`config.mk`:
```
export PLATFORM = sky130hd
export DESIGN_NAME = write_buffer
export DESIGN_NICKNAME = d
export VERILOG_FILES = /design/src/rtl/wbuf_pkg.sv /design/src/rtl/wbuf_fifo.sv /design/src/rtl/write_buffer.sv
export SDC_FILE = /design/constraint.sdc
export NUM_CORES = 1
export LEC_CHECK = 0
export ABC_AREA = 1
export CORE_ASPECT_RATIO = 1.75
export CORE_MARGIN = 1
export CORE_UTILIZATION = 48
export DETAILED_ROUTE_END_ITERATION = 16
export PLACE_DENSITY = 0.76
export SLEW_MARGIN = 40
export SYNTH_ARGS = -nofsm -noshare
export SYNTH_HDL_FRONTEND = slang
export SYNTH_SLANG_ARGS = --single-unit
```
`constraint.sdc`:
```
create_clock -name clk -period 4.1 [get_ports clk]
set_input_delay 1.23 -clock clk [delete_from_list [all_inputs] [get_ports clk]]
set_output_delay 1.23 -clock clk [all_outputs]
set_load 0.01 [all_outputs]
```
`src/rtl/wbuf_pkg.sv`:
```
// Shared types and defaults for the write buffer: default widths, the {addr,data}
// entry record and the drain state machine encoding.
package wbuf_pkg;

    localparam int WBUF_ADDR_W = 32;
    localparam int WBUF_DATA_W = 32;
    localparam int WBUF_DEPTH  = 4;

    // Entry record at the default widths; the RTL itself is width-parameterised.
    typedef struct packed {
        logic [WBUF_ADDR_W-1:0] addr;
        logic [WBUF_DATA_W-1:0] data;
    } wbuf_entry_t;

    typedef enum logic [1:0] {
        WB_IDLE = 2'd0,
        WB_REQ  = 2'd1,
        WB_POP  = 2'd2
    } wbuf_state_e;

endpackage : wbuf_pkg

```
`src/rtl/wbuf_fifo.sv`:
```
// Circular storage, pointers and occupancy count for the write buffer.
// With WBUF_FORWARD_EN defined, the raw entries and read pointer are exported for lookup.
module wbuf_fifo
    import wbuf_pkg::*;
#(
    parameter int DEPTH  = WBUF_DEPTH,
    parameter int ADDR_W = WBUF_ADDR_W,
    parameter int DATA_W = WBUF_DATA_W
) (
    input  logic                     clk,
    input  logic                     rst_n,
    input  logic                     push,
    input  logic [ADDR_W-1:0]        wr_addr,
    input  logic [DATA_W-1:0]        wr_data,
    input  logic                     pop,
    output logic [ADDR_W-1:0]        head_addr,
    output logic [DATA_W-1:0]        head_data,
    output logic [$clog2(DEPTH):0]   count,
    output logic                     full,
    output logic                     empty
`ifdef WBUF_FORWARD_EN
    ,
    output logic [ADDR_W-1:0]        ent_addr [DEPTH],
    output logic [DATA_W-1:0]        ent_data [DEPTH],
    output logic [$clog2(DEPTH)-1:0] head_ptr
`endif
);

    localparam int PTR_W = $clog2(DEPTH);
    localparam int CNT_W = PTR_W + 1;

    logic [ADDR_W-1:0] addr_q [DEPTH];
    logic [DATA_W-1:0] data_q [DEPTH];
    logic [PTR_W-1:0]  wr_ptr;
    logic [PTR_W-1:0]  rd_ptr;
    logic              do_push;
    logic              do_pop;

    // full is registered occupancy, so a push in the same cycle as a pop is still refused.
    assign do_push = push & ~full;
    assign do_pop  = pop & ~empty;

    assign full  = (count == CNT_W'(DEPTH));
    assign empty = (count == '0);

    // NOTE: the storage array has no reset; validity is tracked by the pointers and count alone.
    always_ff @(posedge clk) begin
        if (do_push) begin
            addr_q[wr_ptr] <= wr_addr;
            data_q[wr_ptr] <= wr_data;
        end
    end

    // NOTE: sequential state uses non-blocking assignments so every register samples pre-edge values.
    always_ff @(posedge clk or negedge rst_n) begin
        if (!rst_n) begin
            wr_ptr <= '0;
            rd_ptr <= '0;
            count  <= '0;
        end else begin
            if (do_push) wr_ptr <= wr_ptr + 1'b1;
            if (do_pop)  rd_ptr <= rd_ptr + 1'b1;
            unique case ({do_push, do_pop})
                2'b10:   count <= count + 1'b1;
                2'b01:   count <= count - 1'b1;
                default: count <= count;
            endcase
        end
    end

    assign head_addr = addr_q[rd_ptr];
    assign head_data = data_q[rd_ptr];

`ifdef WBUF_FORWARD_EN
    assign ent_addr = addr_q;
    assign ent_data = data_q;
    assign head_ptr = rd_ptr;
`endif

endmodule : wbuf_fifo

```
`src/rtl/write_buffer.sv`:
```
// Posted write buffer between a cache and backing memory: FIFO of {addr,data} drained by
// a REQ/ack FSM. Define WBUF_FORWARD_EN to enable read-miss forwarding (hit/hit_data).
module write_buffer
    import wbuf_pkg::*;
#(
    parameter int DEPTH  = WBUF_DEPTH,
    parameter int ADDR_W = WBUF_ADDR_W,
    parameter int DATA_W = WBUF_DATA_W
) (
    input  logic                   clk,
    input  logic                   rst_n,
    input  logic                   wr,
    input  logic [ADDR_W-1:0]      addr,
    input  logic [DATA_W-1:0]      data,
    output logic                   full,
    output logic                   empty,
    output logic [$clog2(DEPTH):0] count,
    input  logic [ADDR_W-1:0]      rd_addr,
    output logic                   hit,
    output logic [DATA_W-1:0]      hit_data,
    output logic                   mem_req,
    output logic [ADDR_W-1:0]      mem_addr,
    output logic [DATA_W-1:0]      mem_data,
    input  logic                   mem_ack
);

    localparam int PTR_W = $clog2(DEPTH);
    localparam int CNT_W = PTR_W + 1;

    wbuf_state_e       state_q;
    wbuf_state_e       state_d;
    logic              pop;
    logic [ADDR_W-1:0] head_addr;
    logic [DATA_W-1:0] head_data;

`ifdef WBUF_FORWARD_EN
    logic [ADDR_W-1:0] ent_addr [DEPTH];
    logic [DATA_W-1:0] ent_data [DEPTH];
    logic [PTR_W-1:0]  head_ptr;
    logic [PTR_W-1:0]  fwd_idx;
`endif

    wbuf_fifo #(
        .DEPTH  (DEPTH),
        .ADDR_W (ADDR_W),
        .DATA_W (DATA_W)
    ) u_fifo (
        .clk       (clk),
        .rst_n     (rst_n),
        .push      (wr),
        .wr_addr   (addr),
        .wr_data   (data),
        .pop       (pop),
        .head_addr (head_addr),
        .head_data (head_data),
        .count     (count),
        .full      (full),
        .empty     (empty)
`ifdef WBUF_FORWARD_EN
        ,
        .ent_addr  (ent_addr),
        .ent_data  (ent_data),
        .head_ptr  (head_ptr)
`endif
    );

    always_ff @(posedge clk or negedge rst_n) begin
        if (!rst_n) state_q <= WB_IDLE;
        else        state_q <= state_d;
    end

    // NOTE: every output of this block gets a default first, so no path can infer a latch.
    always_comb begin
        state_d = state_q;
        mem_req = 1'b0;
        pop     = 1'b0;
        unique case (state_q)
            WB_IDLE: begin
                if (!empty) state_d = WB_REQ;
            end
            WB_REQ: begin
                mem_req = 1'b1;
                if (mem_ack) state_d = WB_POP;
            end
            WB_POP: begin
                pop     = 1'b1;
                state_d = (count > CNT_W'(1)) ? WB_REQ : WB_IDLE;
            end
            default: state_d = WB_IDLE;
        endcase
    end

    // Head is frozen while in REQ: it only moves in POP and pushes cannot overwrite it.
    assign mem_addr = mem_req ? head_addr : '0;
    assign mem_data = mem_req ? head_data : '0;

`ifdef WBUF_FORWARD_EN
    // Scan oldest to youngest so the last match (youngest) wins.
    always_comb begin
        hit      = 1'b0;
        hit_data = '0;
        fwd_idx  = '0;
        for (int k = 0; k < DEPTH; k++) begin
            fwd_idx = head_ptr + PTR_W'(k);
            if ((CNT_W'(k) < count) && (ent_addr[fwd_idx] == rd_addr)) begin
                hit      = 1'b1;
                hit_data = ent_data[fwd_idx];
            end
        end
    end
`else
    logic unused_rd_addr;
    assign unused_rd_addr = ^rd_addr;
    assign hit      = 1'b0;
    assign hit_data = '0;
`endif

endmodule : write_buffer

```
== Word-level counts from Yosys, hierarchy flattened ==
Memories as Yosys holds them, arrays and structs flattened.
Index checks and enable logic that the tools add are counted.

* Register bits after elaboration: 9
* Memory bits (writable): 256
* Bits of input ports: 100
* Output and inout bits: 103
* Word-level logic and storage cells: 37
* Memories: 2

* Add/subtract/negate cells: 4
* Magnitude comparators: 1
* Equality and inequality tests: 7
* Mux-type cells: 11
* Bitwise logic cells: 4
* Reduce and logical (&&, ||, !) cells: 4

{| class="wikitable"
|+ Memories
! memory !! words !! bits a word !! rd ports !! clocked after Yosys merged registers in !! write ports !! line !! text
|-
| u_fifo.addr_q || 4 || 32 || 1 || 0 || 1 || wbuf_fifo.sv:32 || <nowiki>logic [ADDR_W-1:0] addr_q [DEPTH];</nowiki>
|-
| u_fifo.data_q || 4 || 32 || 1 || 0 || 1 || wbuf_fifo.sv:33 || <nowiki>logic [DATA_W-1:0] data_q [DEPTH];</nowiki>
|}

{| class="wikitable"
|+ Operators with widths
! operator !! count
|-
| 2-to-1 mux 32 bit || 2
|-
| one-hot mux 2 bit (3 select lines) || 1
|-
| one-hot mux 3 bit (2 select lines) || 1
|-
| 2-to-1 mux 1 bit || 5
|-
| adder 2 x 1 -> 2 bit, second input constant || 2
|-
| == test 2 x 1 -> 1 bit, second input constant || 2
|-
| == test 2 bit, second input constant || 2
|-
| 2-to-1 mux 2 bit || 2
|-
| != test 2 bit, second input constant || 2
|-
| adder 3 x 1 -> 3 bit, second input constant || 1
|-
| == test 3 bit, second input constant || 1
|-
| greater-than comparator 3 x 1 -> 1 bit, second input constant || 1
|-
| zero test 3 bit || 1
|-
| subtractor 3 x 1 -> 3 bit, second input constant || 1
|-
| AND 1 bit || 2
|-
| zero test 2 bit || 1
|-
| inverter 1 bit || 2
|-
| AND reduction 2 bit || 1
|-
| nonzero test 2 bit || 1
|}

== Longest topological paths before layout ==
Gate-level depths: netlist of the first run.

* Depth in word-level cells: 5
* Depth in mapped cells: 12
* Depth with buffers taken out: 12

== Cells and area by module ==
Synthesis of the first run repeated with hierarchy kept, for this count alone.

* Cell total of the unflattened synthesis: 992
* Area total of the unflattened synthesis: 11599.9 um^2

{| class="wikitable"
|+ Modules (own cells, without submodules)
! module !! instances !! cells an instance !! area each (um^2) !! sequential area each (um^2)
|-
| wbuf_fifo || 1 || 808 || 10605.2 || 7862.5
|-
| write_buffer || 1 || 184 || 994.7 || 50.0
|}

== Least setup slack after synthesis of the first run ==
No wires, ideal clock.

* Path type: in2reg
* Start point: input port wr
* End point: memory u_fifo.addr_q[0][0] (netlist bit) (enable)
* Setup time: 487 ps
* Data arrival time: 4086 ps
* Required time: 3613 ps
* Slack: -473 ps
* Stages: 2
* Path buffers: 0
* Cells stage by stage: nand2_1 > nor2_1

* Word-level cells in the longest chain between the ends: 3

{| class="wikitable"
|+ Ends and longest elaborated chain
! item !! line !! text
|-
| from (decl) || write_buffer.sv:12 || <nowiki>input logic wr,</nowiki>
|-
| AND 1 bit || wbuf_fifo.sv:40 || <nowiki>assign do_push = push & ~full;</nowiki>
|-
| 2-to-1 mux 1 bit || wbuf_fifo.sv:48 || <nowiki>if (do_push) begin</nowiki>
|-
| 2-to-1 mux 1 bit (not written as such) || wbuf_fifo.sv:49 || <nowiki>addr_q[wr_ptr] <= wr_addr;</nowiki>
|-
| to (decl) || wbuf_fifo.sv:32 ||
|}

No other way between the ends.

== Worst setup path after layout of the first run ==
* Start point: register state_q[1]
* End point: output port mem_addr[1]

* Word-level cells in the longest chain between the ends: 3

{| class="wikitable"
|+ Ends and longest elaborated chain
! item !! line !! text
|-
| from (decl) || write_buffer.sv:30 || <nowiki>wbuf_state_e state_q;</nowiki>
|-
| from (signal assigned) || write_buffer.sv:69 || <nowiki>else state_q <= state_d;</nowiki>
|-
| == test 2 x 1 -> 1 bit || write_buffer.sv:77 || <nowiki>unique case (state_q)</nowiki>
|-
| 2-to-1 mux 1 bit || write_buffer.sv:77 ||
|-
| 2-to-1 mux 32 bit || write_buffer.sv:94 || <nowiki>assign mem_addr = mem_req ? head_addr : '0;</nowiki>
|-
| to (decl) || write_buffer.sv:22 || <nowiki>output logic [ADDR_W-1:0] mem_addr,</nowiki>
|}

No other way between the ends.

==> results of run 1 <==
through the flow:
stage | power, mW | hold slack [ns]
2_1_floorplan | 6.43 | 0.557
3_3_place_gp | 7.84 | 0.567
3_5_place_dp | 7.94 | 0.567
4_1_cts | 10.0 | 0.583
5_1_grt | 10.4 | 0.640
6_report | 9.87 | 0.575
sequential cells by signal (all words and copies together) (netlist names):
signal / flops
u_fifo.count: 3
u_fifo.rd_ptr: 2
u_fifo.wr_ptr: 2
u_fifo.addr_q: 128
state_q: 2
u_fifo.data_q: 128
synth_stat cells (all sizes together):
| library cell | number |
|---|---|
| nand3 | 132 |
| ha | 9 |
| nand2 | 272 |
| edfxtp | 256 |
| nor2 | 12 |
| a21oi | 65 |
| xor2 | 2 |
| inv | 279 |
| conb | 1 |
| buf | 78 |
| o21ai | 2 |
| xnor2 | 2 |
| dfrtp | 9 |
| clkbuf | 5 |
power by group through the flow:
stage | registers [mW] | clock network [mW] | logic, mW
finish | 3.69 | 2.04 | 4.13
global route | 3.73 | 2.18 | 4.53
CTS | 3.69 | 2.09 | 4.21
detailed placement | 3.75 | 0 | 4.20
global placement | 3.73 | 0 | 4.11
floorplan | 3.76 | 0 | 2.67
kinds of logic after synthesis:
logic type                 Yosys count
and+or+nand+nor                    416
buffers and inverters              362
DFF                                265
AOI/OAI and AO/OA                   67
adders and majority gates            9
xor gates and xnor gates             4
other                                1
critical path, cell delays in order (launching register included):
cell and delay, ns:
dfrtp_1 0.38, inv_1 0.13, nand2_4 0.38, buf_12 0.36, a21oi_1 0.20, clkdlybuf4s50_1 0.58
metal layers:
metal,track usage,share of wire,wire [um]
met5,0,0,0
met4,0.0946,0.034,802
met3,0.0291,0.044,1030
met2,0.355,0.55,13000
met1,0.191,0.37,8710
layout make-up:
class,instances,area (um2)
Sequential cell,265,7920
Fill cell,2003,10600
Tap cell,316,395
Clock inverter,14,121
Clock buffer,26,587
Inverter,279,1050
Timing Repair Buffer,153,1580
Multi-Input combinational cell,529,2850
final timing paths:
| path | from | endpoint | slack (ns) |
|---|---|---|---|
| min in group asynchronous | rst_n | u_fifo.count[2]$_DFFE_PN0P_ | 1.02 |
| worst min register to register | u_fifo.count[1]$_DFFE_PN0P_ | u_fifo.count[1]$_DFFE_PN0P_ | 0.57 |
| max in group asynchronous | rst_n | u_fifo.rd_ptr[0]$_DFFE_PN0P_ | 2.73 |
| worst max-delay path | state_q[1]$_DFFE_PN0P_ | mem_addr[1] | 0.30 |
| worst max register to register | u_fifo.count[0]$_DFFE_PN0P_ | u_fifo.addr_q[3][28]$_DFFE_PP_ | 1.71 |
| worst min-delay path | u_fifo.count[1]$_DFFE_PN0P_ | u_fifo.count[1]$_DFFE_PN0P_ | 0.57 |
==> flow_summary.yaml, run 1 <==
critical_path:
  end_kind: "primary output"
  critPathLaunchType: "register"
  worstSetupPathType: "register to primary output"
  required_ns: 2.87
  arrival_ns: 2.57
  critical_path.max_fanout: 37
  r2r_cells: 6
sta:
  fmax_mhz: 263
  finalClockSkew_ns: 0.0104
  period_share: 0.927
  setup_viol: 0
  min_period_ns: 3.80
  slew_violations: 0
  fin_setup_tns_ns: 0
  worstMarginPinSlew_ns: 0.708
  hold_viol_final: 0
  rsz0062_at_grt: "no"
  slew_headroom: 0.528
  fin_ws_ns: 0.298
logic_synthesis:
  synth_warnings: 0
  synthXorXnorAreaFrac: 0.00286
  synth-compound-area-share: 0.0421
  synth-seq-cells: 265
  synth_cell_types: 21
  synth_top_cell_by_area: "edfxtp_1"
  yosys-top-cells-area: "edfxtp_1 (63%), inv_1 (8.5%), nand2_1 (7.1%)"
  syn_inst: 1124
  synth_fa_ha_area_frac: 0.00921
  synthSimpleGateAreaFrac: 0.165
  netlist_area_um2: 12200
  synth_top_family_by_area: "simple AND/OR/NAND/NOR gates"
  synth_top_area_share: 0.629
  seq_area_frac_synth: 0.647
  syn-mean-instance-area_um2: 10.9
  synthMuxAreaShare: 0
clocking:
  htreeDepth: 1
  postCtsHoldBufs: 0
  postCtsSetupRepairBufs: 0
  clock-sinks: 265
  clk_transition_reported_paths_ns: 0.06
  clockRootBuffer: "clkbuf_16"
  ctsResizeCount: 0
  clk_latency_ns: 0.52
  cts_tree: "built"
  clock_path_buffers: 3
  cts_inserted_buffers: 22
drt:
  drt-initial-drc-count: 361
  postRouteAntennaNets: 0
  drt_pass1_iterations: 4
  vias_per_cell: 4.78
  wl_per_cell_um: 14.9
  drc: 0
  drt_wl_total_um: 23600
  vias: 7569
run_status:
  status: "finished, final reports clean"
power_and_ir_drop:
  power_frac_clock: 0.207
  power_density_nw_per_um2: 680
  sw_frac_of_total: 0.361
  peakVddDrop_v: 0.000442
  seqPwrFrac: 0.374
  pwr-share-comb: 0.419
  p_int_mw: 6.30
  switchingPower_mw: 3.57
  leakagePower_nw: 6.19
grt:
  grt_pass1_vias: 7533
  antenna_found_initial: 0
  grt_max_degree: 132
  grtUsageTotal: 0.186
  grt_pass1_wl_um: 36600
  overflow: 0
placement:
  dp_slack_ns: 0.835
  place_inst: 1542
  post_dp_cell_area_um2: 13800
  dp_hpwl_um: 13700
  gp_congestion: 0.725
  io_buffer_count: 137
cells_and_area:
  layout_commonest_cell: "inv_1"
  area_growth_pct: 18.6
  final_util: 0.577
  mostFrequentLayoutCells: "inv_1 (277), edfxtp_1 (256), nand2_1 (231)"
  drive_gt1_frac: 0.145
  nNetsFinal: 1359
  final_cell_area_um2: 14500
  antenna_cells: 0
  finalNonFillerCells: 1582
floorplanning:
  rows: 77
  io_pins: 203
  initial_core_util: 0.486
  die_w_um: 123
  core_area_um2: 25100
  die_height_um: 213
  die_area_um2: 26100
min_path:
  hold_class: "register to register"
  worstHoldPathCells: 2
run:
  max_cap_viol_count: 0
Note: power is estimated with default switching activity, not from simulation.
==> run 2: changes to the inputs <==
- MAX_ROUTING_LAYER: unset -> met4
- PLACE_DENSITY: 0.76 -> 0.82
==> flow_summary.yaml, run 2 (synthesis results as in run 1) <==
floorplanning:
  die_w_um: 123
  io_pins: 203
  die_height_um: 213
  initial_core_util: 0.486
  core_area_um2: 25100
  die_area_um2: 26100
  rows: 77
critical_path:
  arrival_ns: 2.68
  required_ns: 2.87
  path_delay_family: "buffers and inverters"
  critPathLaunchType: "register"
  path_buf_inv: 3
  r2r_cells: 6
  slowest_delay_ns: 0.62
  cp_cell_sequence: "inv_4, buf_4, nand2_1, nand3_1, a21oi_2, clkdlybuf4s50_1"
  worstSetupPathType: "register to primary output"
  critical_path.max_fanout: 33
  crit_slowest_cell: "dfrtp_4"
  end_kind: "primary output"
  critical_path_depth: 6
grt:
  grt_pass1_vias: 7777
  grtUsageTotal: 0.196
  grt_pass1_wl_um: 37600
  overflow: 0
  antenna_found_initial: 3
  grt_max_degree: 66
sta:
  finalClockSkew_ns: 0.0121
  min_period_ns: 3.91
  slew_violations: 0
  setup_viol: 0
  fin_ws_ns: 0.192
  rsz0062_at_grt: "no"
  period_share: 0.953
  slew_headroom: 0.593
  worstMarginPinSlew_ns: 0.611
  hold_viol_final: 0
  fmax_mhz: 256
cells_and_area:
  mostFrequentLayoutCells: "inv_1 (277), edfxtp_1 (256), nand2_1 (231)"
  layout_commonest_cell: "inv_1"
  final_util: 0.578
  multi_input_area_um2: 2850
  fillers: 1956
  drive_gt1_frac: 0.148
  nNetsFinal: 1363
  area_growth_pct: 18.8
  final-seq-area_um2: 7920
  reg_top3: "u_fifo.addr_q x128, u_fifo.data_q x128, u_fifo.count x3"
drt:
  top_layer_used: "met4"
  drc: 0
  drt_pass1_iterations: 6
  drt_wl_total_um: 24400
  met1_length_um: 8560
  postRouteAntennaNets: 0
  wl_met3_um: 1250
  wl_per_cell_um: 15.3
  drt-initial-drc-count: 392
  dr_wl_met2_um: 13500
  vias_per_cell: 4.86
  vias: 7720
clocking:
  postCtsHoldBufs: 0
  cts_tree: "built"
  ctsResizeCount: 0
  postCtsSetupRepairBufs: 1
  cts_inserted_buffers: 23
  clk_latency_ns: 0.53
  htreeDepth: 1
  clock_path_buffers: 3
  clk_transition_reported_paths_ns: 0.06
  clockRootBuffer: "clkbuf_16"
  clock-sinks: 265
placement:
  io_buffer_count: 137
  gp_congestion: 0.744
  dp_slack_ns: 0.539
  dp_hpwl_um: 14800
min_path:
  hold_class: "register to register"
  worstHoldPathCells: 2
power_and_ir_drop:
  peakVddDrop_v: 0.000504
  power_mw: 9.90
  leakagePower_nw: 6.20
  power_density_nw_per_um2: 681
run_status:
  status: "finished, final reports clean"
run:
  max_cap_viol_count: 0
## run 2: changes by cell type in the layout (fill, tap and decap cells not counted), moves of 2 or more
cell / previous run / this run
clkinv_1: 6 / 3
buf_4: 8 / 10
clkbuf_1: 3 / 6
diode_2: 0 / 3
clkinv_2: 4 / 6
## run 2: final cells by class
cell class,instances,share of cell area
Antenna cell,3,0.000516
Clock buffer,29,0.0411
Clock inverter,13,0.00671
Inverter,279,0.0723
Multi-Input combinational cell,529,0.196
Sequential cell,265,0.545
Tap cell,316,0.0272
Timing Repair Buffer,156,0.112
## run 2: routing by layer
layer  global-route usage  vias to the layer above
li1                     -                     3727
met1                0.195                     3665
met2                0.360                      271
met3               0.0264                       57
met4                0.111                        0
met5                    -                        -
## run 2: final timing paths
check	from	end	slack [ns]
setup / recovery	u_fifo.rd_ptr[0]$_DFFE_PN0P_	mem_addr[7]	0.19
hold / removal	u_fifo.count[1]$_DFFE_PN0P_	u_fifo.count[1]$_DFFE_PN0P_	0.59
setup reg to reg	u_fifo.count[0]$_DFFE_PN0P_	u_fifo.data_q[1][9]$_DFFE_PP_	1.71
hold reg to reg	u_fifo.count[1]$_DFFE_PN0P_	u_fifo.count[1]$_DFFE_PN0P_	0.59
max in group asynchronous	rst_n	u_fifo.rd_ptr[0]$_DFFE_PN0P_	2.73
min in group asynchronous	rst_n	u_fifo.count[0]$_DFFE_PN0P_	1.02
## run 2: where the power goes
group	internal (mW)	leakage, nW	switching, mW
Clock	1.10	0.334	0.909
Combinational	1.63	3.43	2.53
Sequential	3.55	2.44	0.180
## run 2: worst reg2reg max path: cells and delay by family (launching register included)
family	cells	cell delay [ns]
AND/OR/NAND/NOR	3	0.92
flip-flops	1	0.45
adder cells (fa/ha/maj)	1	0.24
buffers and inverters	2	0.41
## run 2: metrics by stage
step                      TNS (ns)  instance area, um2  hold slack [ns]  std cells
after CTS                        0               14500            0.601       1587
after global routing             0               14500            0.618       1590
after detailed placement         0               13800            0.588       1544
after global placement           0               13800            0.578       1544
after floorplan            -121.10               12400            0.557       1156
final                            0               14500            0.587       1590
